--- src/rtl/turn_sequencer_if.sv ---
// Signal bundle between the turn sequencer and the sensor/timebase/motor-mux side.
// master = sequencer, slave = environment (sensors, timebase counter, multiplexer).
interface turn_sequencer_if #(
    parameter int COUNT_W = 21
);
    logic               sensor_l;
    logic               sensor_m;
    logic               sensor_r;
    logic [COUNT_W-1:0] count;
    logic [1:0]         turn_cmd;
    logic               count_reset;
    logic               motor_l_reset;
    logic               motor_r_reset;
    logic               motor_l_direction;
    logic               motor_r_direction;
    logic               turn_crossing_start;
    logic               done;
    logic               error;

    modport master (
        input  sensor_l, sensor_m, sensor_r, count, turn_cmd,
        output count_reset, motor_l_reset, motor_r_reset,
               motor_l_direction, motor_r_direction,
               turn_crossing_start, done, error
    );

    modport slave (
        output sensor_l, sensor_m, sensor_r, count, turn_cmd,
        input  count_reset, motor_l_reset, motor_r_reset,
               motor_l_direction, motor_r_direction,
               turn_crossing_start, done, error
    );
endinterface

--- src/rtl/turn_sequencer.sv ---
// Crossing detector and turn sequencer: owns both motors from crossing detection
// until the commanded manoeuvre completes, then hands them back.
//
// state  | meaning
// IDLE   | line following owns motors, debouncing 3'b111
// DRIVE  | both motors forward to centre the axle on the crossing
// ROTATE | blind spin to leave the current line
// SEEK   | spin until the middle sensor finds a line, or time out
// FINISH | motors stopped, one-cycle done
// REARM  | ownership released, wait for sensors to leave the crossing
module turn_sequencer #(
    parameter int PERIOD_CYCLES = 2_000_000,
    parameter int COUNT_W       = 21,
    parameter int DEBOUNCE      = 16,
    parameter int FWD_PERIODS   = 10,
    parameter int MIN_ROT       = 15,
    parameter int UTURN_MIN     = 40,
    parameter int TIMEOUT       = 150
) (
    input  logic              clk,
    input  logic              reset,
    turn_sequencer_if.master  bus
);
    localparam int DEB_W  = $clog2(DEBOUNCE + 1);
    localparam int MAX_A  = (FWD_PERIODS > MIN_ROT) ? FWD_PERIODS : MIN_ROT;
    localparam int MAX_B  = (UTURN_MIN > TIMEOUT) ? UTURN_MIN : TIMEOUT;
    localparam int MAX_P  = (MAX_A > MAX_B) ? MAX_A : MAX_B;
    localparam int PER_W  = $clog2(MAX_P + 1);

    typedef enum logic [2:0] {
        IDLE   = 3'd0,
        DRIVE  = 3'd1,
        ROTATE = 3'd2,
        SEEK   = 3'd3,
        FINISH = 3'd4,
        REARM  = 3'd5
    } state_t;

    state_t             state, state_next;
    logic [DEB_W-1:0]   deb_cnt;
    logic [PER_W-1:0]   period_cnt;
    logic [PER_W-1:0]   rot_last;
    logic [1:0]         cmd_q;
    logic               entry;
    logic               error_q;
    logic               timeout_hit;
    logic               all_black;
    logic               period_end;

    assign all_black  = bus.sensor_l & bus.sensor_m & bus.sensor_r;
    assign period_end = (bus.count >= COUNT_W'(PERIOD_CYCLES - 1));
    assign rot_last   = (cmd_q == 2'b11) ? PER_W'(UTURN_MIN - 1) : PER_W'(MIN_ROT - 1);

    always_ff @(posedge clk or negedge reset) begin
        if (!reset) begin
            state      <= IDLE;
            deb_cnt    <= '0;
            period_cnt <= '0;
            cmd_q      <= 2'b00;
            entry      <= 1'b0;
            error_q    <= 1'b0;
        end else begin
            state   <= state_next;
            entry   <= (state_next != state);
            error_q <= timeout_hit;
            if (state == IDLE && all_black && state_next == IDLE)
                deb_cnt <= deb_cnt + DEB_W'(1);
            else
                deb_cnt <= '0;
            if (state == IDLE && state_next == DRIVE)
                cmd_q <= bus.turn_cmd;
            // a state exit takes precedence over a coincident period end
            if (state_next != state)
                period_cnt <= '0;
            else if (period_end)
                period_cnt <= period_cnt + PER_W'(1);
        end
    end

    always_comb begin
        state_next  = state;
        timeout_hit = 1'b0;
        case (state)
            IDLE:
                if (all_black && deb_cnt == DEB_W'(DEBOUNCE - 1))
                    state_next = DRIVE;
            DRIVE:
                if (period_end && period_cnt == PER_W'(FWD_PERIODS - 1))
                    state_next = (cmd_q == 2'b00) ? FINISH : ROTATE;
            ROTATE:
                if (period_end && period_cnt == rot_last)
                    state_next = SEEK;
            SEEK:
                if (bus.sensor_m)
                    state_next = FINISH;
                else if (period_end && period_cnt == PER_W'(TIMEOUT - 1)) begin
                    state_next  = REARM;
                    timeout_hit = 1'b1;
                end
            FINISH:
                state_next = REARM;
            REARM:
                if (!all_black)
                    state_next = IDLE;
            default:
                state_next = IDLE;
        endcase
    end

    always_comb begin
        bus.turn_crossing_start = 1'b0;
        bus.motor_l_reset       = 1'b1;
        bus.motor_r_reset       = 1'b1;
        bus.motor_l_direction   = 1'b0;
        bus.motor_r_direction   = 1'b0;
        bus.done                = 1'b0;
        bus.error               = error_q;
        bus.count_reset         = entry | period_end;
        case (state)
            IDLE, REARM:
                bus.count_reset = 1'b1;
            DRIVE: begin
                bus.turn_crossing_start = 1'b1;
                bus.motor_l_reset       = 1'b0;
                bus.motor_r_reset       = 1'b0;
                bus.motor_l_direction   = 1'b1;
                bus.motor_r_direction   = 1'b0;
            end
            ROTATE, SEEK: begin
                // left turn spins counter-clockwise; right and U-turn clockwise
                bus.turn_crossing_start = 1'b1;
                bus.motor_l_reset       = 1'b0;
                bus.motor_r_reset       = 1'b0;
                bus.motor_l_direction   = (cmd_q != 2'b01);
                bus.motor_r_direction   = (cmd_q != 2'b01);
            end
            FINISH: begin
                bus.turn_crossing_start = 1'b1;
                bus.done                = 1'b1;
            end
            default: ;
        endcase
    end
endmodule

--- src/flat_wrapper.sv ---
// flat-port wrapper written by rule: the top's interface ports become plain ports
module turn_sequencer_flat 
#(
    parameter int PERIOD_CYCLES = 2_000_000,
    parameter int COUNT_W       = 21,
    parameter int DEBOUNCE      = 16,
    parameter int FWD_PERIODS   = 10,
    parameter int MIN_ROT       = 15,
    parameter int UTURN_MIN     = 40,
    parameter int TIMEOUT       = 150
)
  (clk, reset, bus_sensor_l, bus_sensor_m, bus_sensor_r, bus_count, bus_turn_cmd, bus_count_reset, bus_motor_l_reset, bus_motor_r_reset, bus_motor_l_direction, bus_motor_r_direction, bus_turn_crossing_start, bus_done, bus_error);
  turn_sequencer_if #(.COUNT_W(COUNT_W)) bus_i ();
  input  logic clk;
  input  logic reset;
  input wire logic [$bits(bus_i.sensor_l)-1:0] bus_sensor_l;
  input wire logic [$bits(bus_i.sensor_m)-1:0] bus_sensor_m;
  input wire logic [$bits(bus_i.sensor_r)-1:0] bus_sensor_r;
  input wire logic [$bits(bus_i.count)-1:0] bus_count;
  input wire logic [$bits(bus_i.turn_cmd)-1:0] bus_turn_cmd;
  output wire logic [$bits(bus_i.count_reset)-1:0] bus_count_reset;
  output wire logic [$bits(bus_i.motor_l_reset)-1:0] bus_motor_l_reset;
  output wire logic [$bits(bus_i.motor_r_reset)-1:0] bus_motor_r_reset;
  output wire logic [$bits(bus_i.motor_l_direction)-1:0] bus_motor_l_direction;
  output wire logic [$bits(bus_i.motor_r_direction)-1:0] bus_motor_r_direction;
  output wire logic [$bits(bus_i.turn_crossing_start)-1:0] bus_turn_crossing_start;
  output wire logic [$bits(bus_i.done)-1:0] bus_done;
  output wire logic [$bits(bus_i.error)-1:0] bus_error;
  assign bus_i.sensor_l = bus_sensor_l;
  assign bus_i.sensor_m = bus_sensor_m;
  assign bus_i.sensor_r = bus_sensor_r;
  assign bus_i.count = bus_count;
  assign bus_i.turn_cmd = bus_turn_cmd;
  assign bus_count_reset = bus_i.count_reset;
  assign bus_motor_l_reset = bus_i.motor_l_reset;
  assign bus_motor_r_reset = bus_i.motor_r_reset;
  assign bus_motor_l_direction = bus_i.motor_l_direction;
  assign bus_motor_r_direction = bus_i.motor_r_direction;
  assign bus_turn_crossing_start = bus_i.turn_crossing_start;
  assign bus_done = bus_i.done;
  assign bus_error = bus_i.error;
  turn_sequencer #(.PERIOD_CYCLES(PERIOD_CYCLES), .COUNT_W(COUNT_W), .DEBOUNCE(DEBOUNCE), .FWD_PERIODS(FWD_PERIODS), .MIN_ROT(MIN_ROT), .UTURN_MIN(UTURN_MIN), .TIMEOUT(TIMEOUT)) u_core (.clk(clk), .reset(reset), .bus(bus_i));
endmodule
--- config.mk ---
export PLATFORM = sky130hd
export DESIGN_NAME = turn_sequencer_flat
export DESIGN_NICKNAME = d
export VERILOG_FILES = /design/src/rtl/turn_sequencer_if.sv /design/src/rtl/turn_sequencer.sv /design/src/flat_wrapper.sv
export SDC_FILE = /design/constraint.sdc
export NUM_CORES = 1
export LEC_CHECK = 0
export CAP_MARGIN = 15
export CORE_ASPECT_RATIO = 0.8
export CORE_MARGIN = 10
export CORE_UTILIZATION = 44
export CTS_BUF_LIST = sky130_fd_sc_hd__clkbuf_4 sky130_fd_sc_hd__clkbuf_8
export CTS_CLUSTER_SIZE = 20
export DETAILED_ROUTE_END_ITERATION = 6
export GPL_TIMING_DRIVEN = 0
export HOLD_SLACK_MARGIN = 0.15
export PLACE_DENSITY = 0.78
export SLEW_MARGIN = 20
export SYNTH_ARGS = -nofsm -noshare
export SYNTH_HDL_FRONTEND = slang
export SYNTH_SLANG_ARGS = --single-unit
--- constraint.sdc ---
create_clock -name clk -period 2.2 [get_ports clk]
set_input_delay 0.33 -clock clk [delete_from_list [all_inputs] [get_ports clk]]
set_output_delay 0.33 -clock clk [all_outputs]
set_load 0.05 [all_outputs]
Word level (Yosys, flattened, before mapping)
Index checks and enable logic that the tools add are counted.
Widths: inputs -> output; s select.
{"block": "op_classes", "n_addsub": 2, "bitwise": 3, "n_mux": 21, "magnitude_cmp": 1, "reduce_logical": 15, "n_eq_ne": 13}
{"operator": "$ge 21x21->1 const B", "count": 1}
{"operator": "$mux 3", "count": 7}
{"operator": "$pmux 3 s6", "count": 1}
{"operator": "$mux 8", "count": 2}
{"operator": "$add 8x1->8 const B", "count": 1}
{"operator": "$eq 8x4->1 const B", "count": 1}
{"operator": "$eq 8x8->1", "count": 1}
{"operator": "$eq 8x8->1 const B", "count": 1}
{"operator": "$mux 1", "count": 8}
{"operator": "$logic_and 1x1->1", "count": 7}
{"operator": "$eq 3x1->1 const B", "count": 2}
{"operator": "$eq 3x2->1 const B", "count": 2}
{"operator": "$eq 3x3->1 const B", "count": 2}
{"operator": "$logic_not 3->1", "count": 2}
{"operator": "$mux 6", "count": 1}
{"operator": "$add 5x1->5 const B", "count": 1}
{"operator": "$eq 5x4->1 const B", "count": 1}
{"operator": "$mux 5", "count": 1}
{"operator": "$reduce_or 2->1", "count": 2}
{"operator": "$reduce_or 4->1", "count": 1}
{"operator": "$ne 3x3->1", "count": 1}
{"operator": "$reduce_or 3->1", "count": 1}
{"operator": "$and 1x1->1", "count": 2}
{"operator": "$eq 2x2->1 const B", "count": 1}
{"operator": "5 further kinds", "count": 5}
{"block": "word_totals", "inputBits": 28, "output_inout_bits": 8, "elab_cells": 61, "register_bits": 20}

Longest topological paths before layout
Gate-level depths: netlist of the first run.
{"block": "depth", "word_depth": 9, "mapped_depth": 9, "mapped_depth_nobuf": 9}

Worst setup path before layout of the first run
Ideal clock, no wire load.
{"block": "synth_timing", "kind": "register to output", "from": "register u_core.state[0]", "to": "output port bus_motor_l_direction", "path_slack_ps": -491, "n_path_buf": 1, "path_stages_with_launch": 4, "t_arrival_ps": 2361, "required_time_ps": 1870, "path_cell_list": "dfrtp_1 > clkbuf_1 > o21ai_0 > a21oi_1"}
{"block": "synth_between", "elab_chain_cells": 3, "word_cells_on_any_way": 5, "cone_classes": "eq/ne (3); mux (1); reduce/logical (1)"}
{"item": "start, declared", "line": "turn_sequencer.sv:39", "text": "state_t state, state_next;"}
{"item": "start signal, assigned", "line": "turn_sequencer.sv:63", "text": "state <= state_next;"}
{"item": "$eq 3x2->1", "line": "turn_sequencer.sv:119", "text": "case (state)"}
{"item": "$reduce_or 2->1"}
{"item": "$pmux 1 s2 *", "line": "turn_sequencer.sv:119"}
{"item": "end, declared", "line": "flat_wrapper.sv:24", "text": "output wire logic [$bits(bus_i.motor_l_direction)-1:0] bus_motor_l_direction;"}
Mark *: on every way between the ends. The rest lies on a longest branch, timed or not.

Final worst setup path of the first run
{"block": "layout_timing", "from": "input port bus_count[8]", "to": "output port bus_count_reset"}
{"block": "layout_between", "elab_chain_cells": 3}
{"item": "start, declared", "line": "flat_wrapper.sv:19", "text": "input wire logic [$bits(bus_i.count)-1:0] bus_count;"}
{"item": "$ge 21x21->1", "line": "turn_sequencer.sv:51", "text": "assign period_end = (bus.count >= COUNT_W'(PERIOD_CYCLES - 1));"}
{"item": "$or 1x1->1", "line": "turn_sequencer.sv:118", "text": "bus.count_reset = entry | period_end;"}
{"item": "$mux 1", "line": "turn_sequencer.sv:119"}
{"item": "end, declared", "line": "flat_wrapper.sv:21", "text": "output wire logic [$bits(bus_i.count_reset)-1:0] bus_count_reset;"}
No other way between the ends.

==> impl_metrics.py, run 1 <==
metrics = {
    "outcome": {
        "violations": "setup timing",
        "status": "complete, but fails checks",
    },
    "worst_setup_path": {
        "startpoint_type": "input pin",
        "crit_type": "in -> out",
        "path_common_cell": "buf_6",
        "timing.rr.end": "u_core.period_cnt[4]",
        "path_delay_family": "buffers and inverters",
        "cp_num_buf_inv": 3,
        "r2r_cells": 10,
        "r2r_slack_ns": 0.03,
        "worst_ep_arrival_time_ns": 1.87,
        "crit_path_end_kind": "primary output",
        "r2r_start": "u_core.deb_cnt[0]",
        "slowest_delay_ns": 0.43,
        "crit_slowest_cell": "clkdlybuf4s50_1",
        "cp_cell_sequence": "clkdlybuf4s50_1, nor3_2, o211a_1, o31ai_4, buf_6, a211o_1, buf_6",
        "cp_data_required_time_ns": 1.87,
        "critPathMaxFanout": 2,
    },
    "synthesis": {
        "synth_top_family_by_area": "simple AND/OR/NAND/NOR gates",
        "ys.flop_type": "dfrtp_1",
        "yosys-top-cells-count": "dfrtp_1 (20), nor3_1 (12), nand2_1 (9), nand4_1 (9), nor2_1 (9)",
        "synth-seq-area-share_pct": 40.0,
        "syn_avg_cell_area_um2": 9.55,
        "synth-xor-area-share_pct": 7.70,
        "ys_ff_latch": 20,
        "synth_cell_types": 40,
        "yosys.area_share.simple_pct": 27.3,
        "synth.area.mux_share_pct": 1.80,
        "async_flop_share_pct": 100,
        "syn_area_um2": 1250,
        "synth_top_cell_by_area": "dfrtp_1",
        "synth_top_area_share_pct": 40.0,
        "synth_compound_area_share_pct": 15.0,
        "syn_nets": 163,
        "synth_area_leaders": "dfrtp_1 (40%), xor2_1 (4.9%), nor3_1 (4.8%)",
        "synth-adder-area-share_pct": 4.00,
        "synth_cells": 131,
        "synthMostInstantiatedCell": "dfrtp_1",
        "ys_warn_count": 0,
        "synth_edf_count": 0,
    },
    "clock_tree": {
        "insertion_delay_ns": 0.30,
        "path_clk_slew_ns": 0.11,
        "root_buffer": "clkbuf_4",
        "numCtsBuffers": 3,
        "h-tree-depth": 1,
        "clock_path_buffers": 2,
        "cts_tree": "yes",
        "numClockSinks": 20,
    },
    "sta": {
        "fin_ws_ns": -0.00201,
        "finalMaxSlewViolations": 0,
        "worst_pin_slew_ns": 0.927,
        "fmax_mhz": 454,
        "finalCritPeriodShare_pct": 100,
        "fin_skew_ns": 0.00431,
        "rsz0062_at_grt": "yes",
        "setup_viol": 1,
        "slew_headroom_pct": 38.0,
        "min_period_ns": 2.20,
        "hold_violations": 0,
    },
    "place": {
        "hpwl_um": 2640,
        "dpl_cell_area_um2": 1650,
        "routabilityCongestion": 0.861,
        "dp.cells": 204,
        "portBuffers": 35,
    },
    "floorplanning": {
        "die-area_um2": 5390,
        "io_pins": 36,
        "core-area_um2": 2740,
        "initial_core_util_pct": 45.6,
        "die_x_um": 79.6,
        "die_y_um": 67.7,
        "std_cell_rows": 17,
    },
    "finish": {
        "fill_cells": 214,
        "multi_input_area_um2": 788,
        "final_area_um2": 1830,
        "stdcell_count": 214,
        "seq_area_um2": 500,
        "diodes": 0,
        "layout-drive-gt1-share_pct": 21.6,
        "nNetsFinal": 210,
        "area_growth_pct": 46.4,
    },
    "routing": {
        "wl_per_cell_um": 17.2,
        "drc_errors": 0,
        "via_count": 1228,
        "vias_per_cell": 5.74,
        "ant_nets": 0,
        "drtIter0Drc": 78,
        "first_pass_iters": 4,
        "wirelength_um": 3690,
    },
    "global_route": {
        "antenna_found_initial": 0,
        "first_global_vias": 1149,
        "grt_overflow": 0,
        "grt_pass1_wl_um": 5490,
        "grt_max_degree": 21,
        "grtUsageTotal_pct": 12.8,
    },
    "run": {
        "cap_violations": 0,
    },
    "min_path": {
        "hp-class": "in -> async",
    },
    "power_and_ir_drop": {
        "max-vdd-ir-drop_mv": 0.399,
        "powerDensity_nw_per_um2": 623,
        "power_w": 0.00114,
        "leakage_nw": 0.812,
    },
}
## how the worst max path moves through the flow
stage | from | slack, ns | cells past startpoint | to
detailed placement | bus_count[1] | -0.90 | 7 | bus_count_reset
floorplan | u_core.deb_cnt[0] | 0.07 | 9 | u_core.entry
global route | bus_count[0] | -0.07 | 7 | bus_count_reset
finish | bus_count[8] | -0.002 | 7 | bus_count_reset
global placement | bus_count[0] | -0.85 | 7 | bus_count_reset
CTS | bus_count[1] | -0.18 | 7 | bus_count_reset
## power by group
group / switching, W / internal, W
clock: 0.000108 / 0.0000639
sequential: 0.0000401 / 0.000397
combinational: 0.000318 / 0.000214
total: 0.000466 / 0.000675
## layer usage
| metal | track usage, % | vias to the layer above | wire [µm] |
|---|---|---|---|
| met4 | 2.68 | 0 | 60 |
| li1 | - | 575 | - |
| met2 | 23.2 | 45 | 1840 |
| met3 | 3.71 | 8 | 204 |
| met5 | 0 | - | 0 |
| met1 | 14.8 | 600 | 1580 |
## cell families (layout without fill, tap and decap cells)
kind of cell | Yosys count | in the layout
mux | 2 | 2
compound gates | 20 | 20
buf+inv | 12 | 57
xor+xnor | 11 | 11
simple gates | 62 | 62
flops | 20 | 20
fa+ha+maj | 4 | 4
## layout by cell type, fill, tap and decap left out, drive strengths merged, types with 5 or more instances in the layout
master	n
nand4	9
nor3	13
dfrtp	20
xor2	7
buf	12
nand2	9
clkdlybuf4s50	24
nand3	5
inv	6
nor2	9
clkbuf	7
## flip-flops by register name, summed over array words and instances (netlist names)
| register | cells |
|---|---|
| u_core.state | 3 |
| u_core.cmd_q | 2 |
| u_core.period_cnt | 8 |
| u_core.deb_cnt | 5 |
| u_core.entry | 1 |
| u_core.bus.error | 1 |
## metrics by stage
| stage | hold WS, ns | TNS, ns | utilization, % | worst slack [ns] |
|---|---|---|---|---|
| after floorplan | 0.0344 | 0 | - | 0.0738 |
| after global placement | 0.446 | -3.98 | 60.2 | -0.847 |
| after detailed placement | 0.459 | -4.93 | 60.2 | -0.898 |
| after CTS | 0.537 | -0.260 | 63.2 | -0.183 |
| after global routing | 0.603 | -0.476 | 66.8 | -0.0665 |
| final | 0.539 | -0.00201 | 66.8 | -0.00201 |
## layout make-up
type	count	area share (%)
Clock buffer	3	1.23
Inverter	6	1.23
Multi-Input combinational cell	99	43.0
Tap cell	38	2.60
Buffer	6	1.98
Timing Repair Buffer	42	22.6
Sequential cell	20	27.3
## worst register-to-register path: stages, from the launching register on
cell and delay, ns:
dfrtp_1 0.38, ha_2 0.20, and3_4 0.20, ha_4 0.14, a41oi_2 0.11, o22a_1 0.20, o21ai_2 0.19, a31oi_4 0.06
a221oi_4 0.35, buf_12 0.17, nor3_1 0.06
## timing repair
item | in CTS | in global routing
pin swaps | 1 | 4
resized for setup | 22 | 21
buffers inserted | 3 | 4
setup endpoints to repair | 16 | 19
hold buffers | 0 | 0
Note: power is estimated with default switching activity, not from simulation.
==> inputs of run 2 (changes only) <==
CORE_UTILIZATION = 58   (was 44)
DONT_BUFFER_PORTS = 1   (was not set)
PLACE_DENSITY = 0.76   (was 0.78)
==> run 2 against run 1 <==
Net effect:
- the flow now finishes without violations
- clock power rose by 27%
- hold slack got worse by 0.37 ns
- die area fell by 18%
- largest cell class unchanged
==> impl_metrics.py, run 2 (synthesis results as in run 1) <==
metrics = {
    "power_and_ir_drop": {
        "powerDensity_nw_per_um2": 762,
        "comb_power_share_pct": 43.9,
        "max-vdd-ir-drop_mv": 0.573,
        "leakage_nw": 0.650,
        "power_switching_share_pct": 40.9,
        "power_w": 0.00117,
        "p_clk_share_pct": 18.7,
        "power.share.sequential_pct": 37.5,
        "power_switching_w": 0.000478,
        "p_int_w": 0.000690,
    },
    "worst_setup_path": {
        "slowest_delay_ns": 0.39,
        "critPathMaxFanout": 4,
        "cp_cell_sequence": "ha_2, and3_4, ha_4, a41oi_2, o22a_1, o21ai_2, a31oi_4, a221oi_4, buf_6, buf_16, a2111oi_4",
        "cp_num_buf_inv": 2,
        "r2r_start": "u_core.deb_cnt[1]",
        "r2r_cells": 11,
        "path_depth": 11,
        "path_delay_family": "compound AO/OA/AOI/OAI gates",
        "crit_slowest_cell": "dfrtp_1",
        "cp_data_required_time_ns": 2.37,
        "timing.rr.end": "u_core.period_cnt[1]",
        "r2r_slack_ns": 0.02,
        "startpoint_type": "flip-flop",
        "worst_ep_arrival_time_ns": 2.36,
        "crit_type": "reg -> reg",
        "crit_path_end_kind": "flip-flop",
    },
    "sta": {
        "rsz0062_at_grt": "yes",
        "fmax_mhz": 458,
        "setup_viol": 0,
        "min_period_ns": 2.18,
        "finalMaxSlewViolations": 0,
        "hold_violations": 0,
        "fin_skew_ns": 0.0142,
        "worst_pin_slew_ns": 0.895,
        "fin_ws_ns": 0.0159,
        "finalCritPeriodShare_pct": 99.3,
        "slew_headroom_pct": 40.1,
    },
    "min_path": {
        "hp-class": "in -> reg",
        "whs_path_depth": 1,
        "min_from": "bus_turn_cmd[0]",
        "hold_end": "u_core.cmd_q[0]",
    },
    "finish": {
        "final_area_um2": 1530,
        "area_growth_pct": 22.5,
        "layout-drive-gt1-share_pct": 25.9,
        "final_cell_mix": "dfrtp_1 (20), nand2_1 (9), nand4_1 (9), nor3_1 (9), nor2_1 (9)",
        "largest_reg_flops": 8,
        "top_regs": "u_core.period_cnt (8), u_core.deb_cnt (5), u_core.state (3)",
        "nNetsFinal": 176,
        "diodes": 0,
        "layout_commonest_cell": "dfrtp_1",
        "top_register": "u_core.period_cnt",
    },
    "routing": {
        "drtIter0Drc": 92,
        "via_count": 1085,
        "wirelength_um": 3090,
        "drc_errors": 0,
        "dr_wl_met3_um": 331,
        "ant_nets": 0,
        "first_pass_iters": 4,
        "wl_per_cell_um": 18.5,
        "routed.top_layer": "met4",
        "vias_per_cell": 6.50,
        "m1WireLength_um": 1390,
        "wl_met2_um": 1350,
    },
    "clock_tree": {
        "root_buffer": "clkbuf_4",
        "numCtsBuffers": 3,
        "cts_tree": "yes",
        "path_clk_slew_ns": 0.12,
        "h-tree-depth": 1,
        "insertion_delay_ns": 0.31,
        "numClockSinks": 20,
        "clock_path_buffers": 2,
    },
    "global_route": {
        "grt_overflow": 0,
        "antenna_found_initial": 0,
        "grtUsageTotal_pct": 14.5,
        "first_global_vias": 1042,
        "grt_max_degree": 21,
        "grt_pass1_wl_um": 5240,
    },
    "place": {
        "place_ws_ns": -0.179,
        "dpl_cell_area_um2": 1290,
        "hpwl_um": 2190,
        "portBuffers": 0,
        "routabilityCongestion": 0.811,
    },
    "run": {
        "cap_violations": 0,
    },
    "floorplanning": {
        "io_pins": 36,
        "die_y_um": 61.5,
        "initial_core_util_pct": 63.8,
        "std_cell_rows": 14,
        "core-area_um2": 1960,
        "die_x_um": 71.9,
        "die-area_um2": 4430,
    },
    "outcome": {
        "status": "complete, no violations",
    },
}
==> run 2: changes by cell type in the layout (fill, tap and decap cells not counted), sizes merged <==
cell and change:
dlygate4sd3 +1, buf -1, dlymetal6s2s -4, dlygate4sd2 -2, clkbuf -1, clkdlybuf4s15 -2
clkdlybuf4s50 -24
==> run 2: worst max-delay path by stage <==
stage | to | start
2_1_floorplan | u_core.entry | u_core.deb_cnt[0]
3_3_place_gp | u_core.period_cnt[5] | u_core.deb_cnt[0]
3_5_place_dp | u_core.period_cnt[4] | u_core.deb_cnt[0]
4_1_cts | u_core.entry | u_core.deb_cnt[0]
5_1_grt | u_core.period_cnt[2] | u_core.deb_cnt[0]
6_report | u_core.period_cnt[1] | u_core.deb_cnt[1]
==> run 2: cell type report <==
type,instances,area (µm²)
Multi-Input combinational cell,99,827
Sequential cell,20,500
Fill cell,127,429
Timing Repair Buffer,8,86.3
Clock buffer,4,36.3
Buffer,6,30.0
Tap cell,24,30.0
Inverter,6,22.5
==> run 2: power by group through the flow <==
| stage | clock network (W) | registers, W | logic (W) |
|---|---|---|---|
| 5_1_grt | 0.000245 | 0.000441 | 0.000546 |
| 4_1_cts | 0.000223 | 0.000433 | 0.000500 |
| 3_5_place_dp | 0 | 0.000441 | 0.000372 |
| 2_1_floorplan | 0 | 0.000432 | 0.000330 |
| 6_report | 0.000218 | 0.000437 | 0.000512 |
| 3_3_place_gp | 0 | 0.000439 | 0.000363 |
==> run 2: layer usage <==
metal  vias up  global-route usage (%)
li1        508                       -
met3         2                    6.75
met1       525                    19.4
met5         -                       0
met2        50                    21.6
met4         0                    1.65
==> run 2: what timing repair did <==
action	in CTS	in global routing
setup buffers	6	1
gates resized for setup	12	10
hold buffers	1	0
endpoints found under the hold margin	20	0
gates cloned	1	0
pin swaps	6	6
setup endpoints to repair	13	12
==> run 2: through the flow <==
stage	utilization, %	hold WS, ns	setup TNS, ns	instances
finish	78.1	0.173	0	167
global route	78.1	0.153	-0.340	167
CTS	76.1	0.163	0	167
detailed placement	66.0	0.0351	-1.46	155
global placement	65.5	0.0351	-1.17	155
floorplan	-	0.0344	0	131
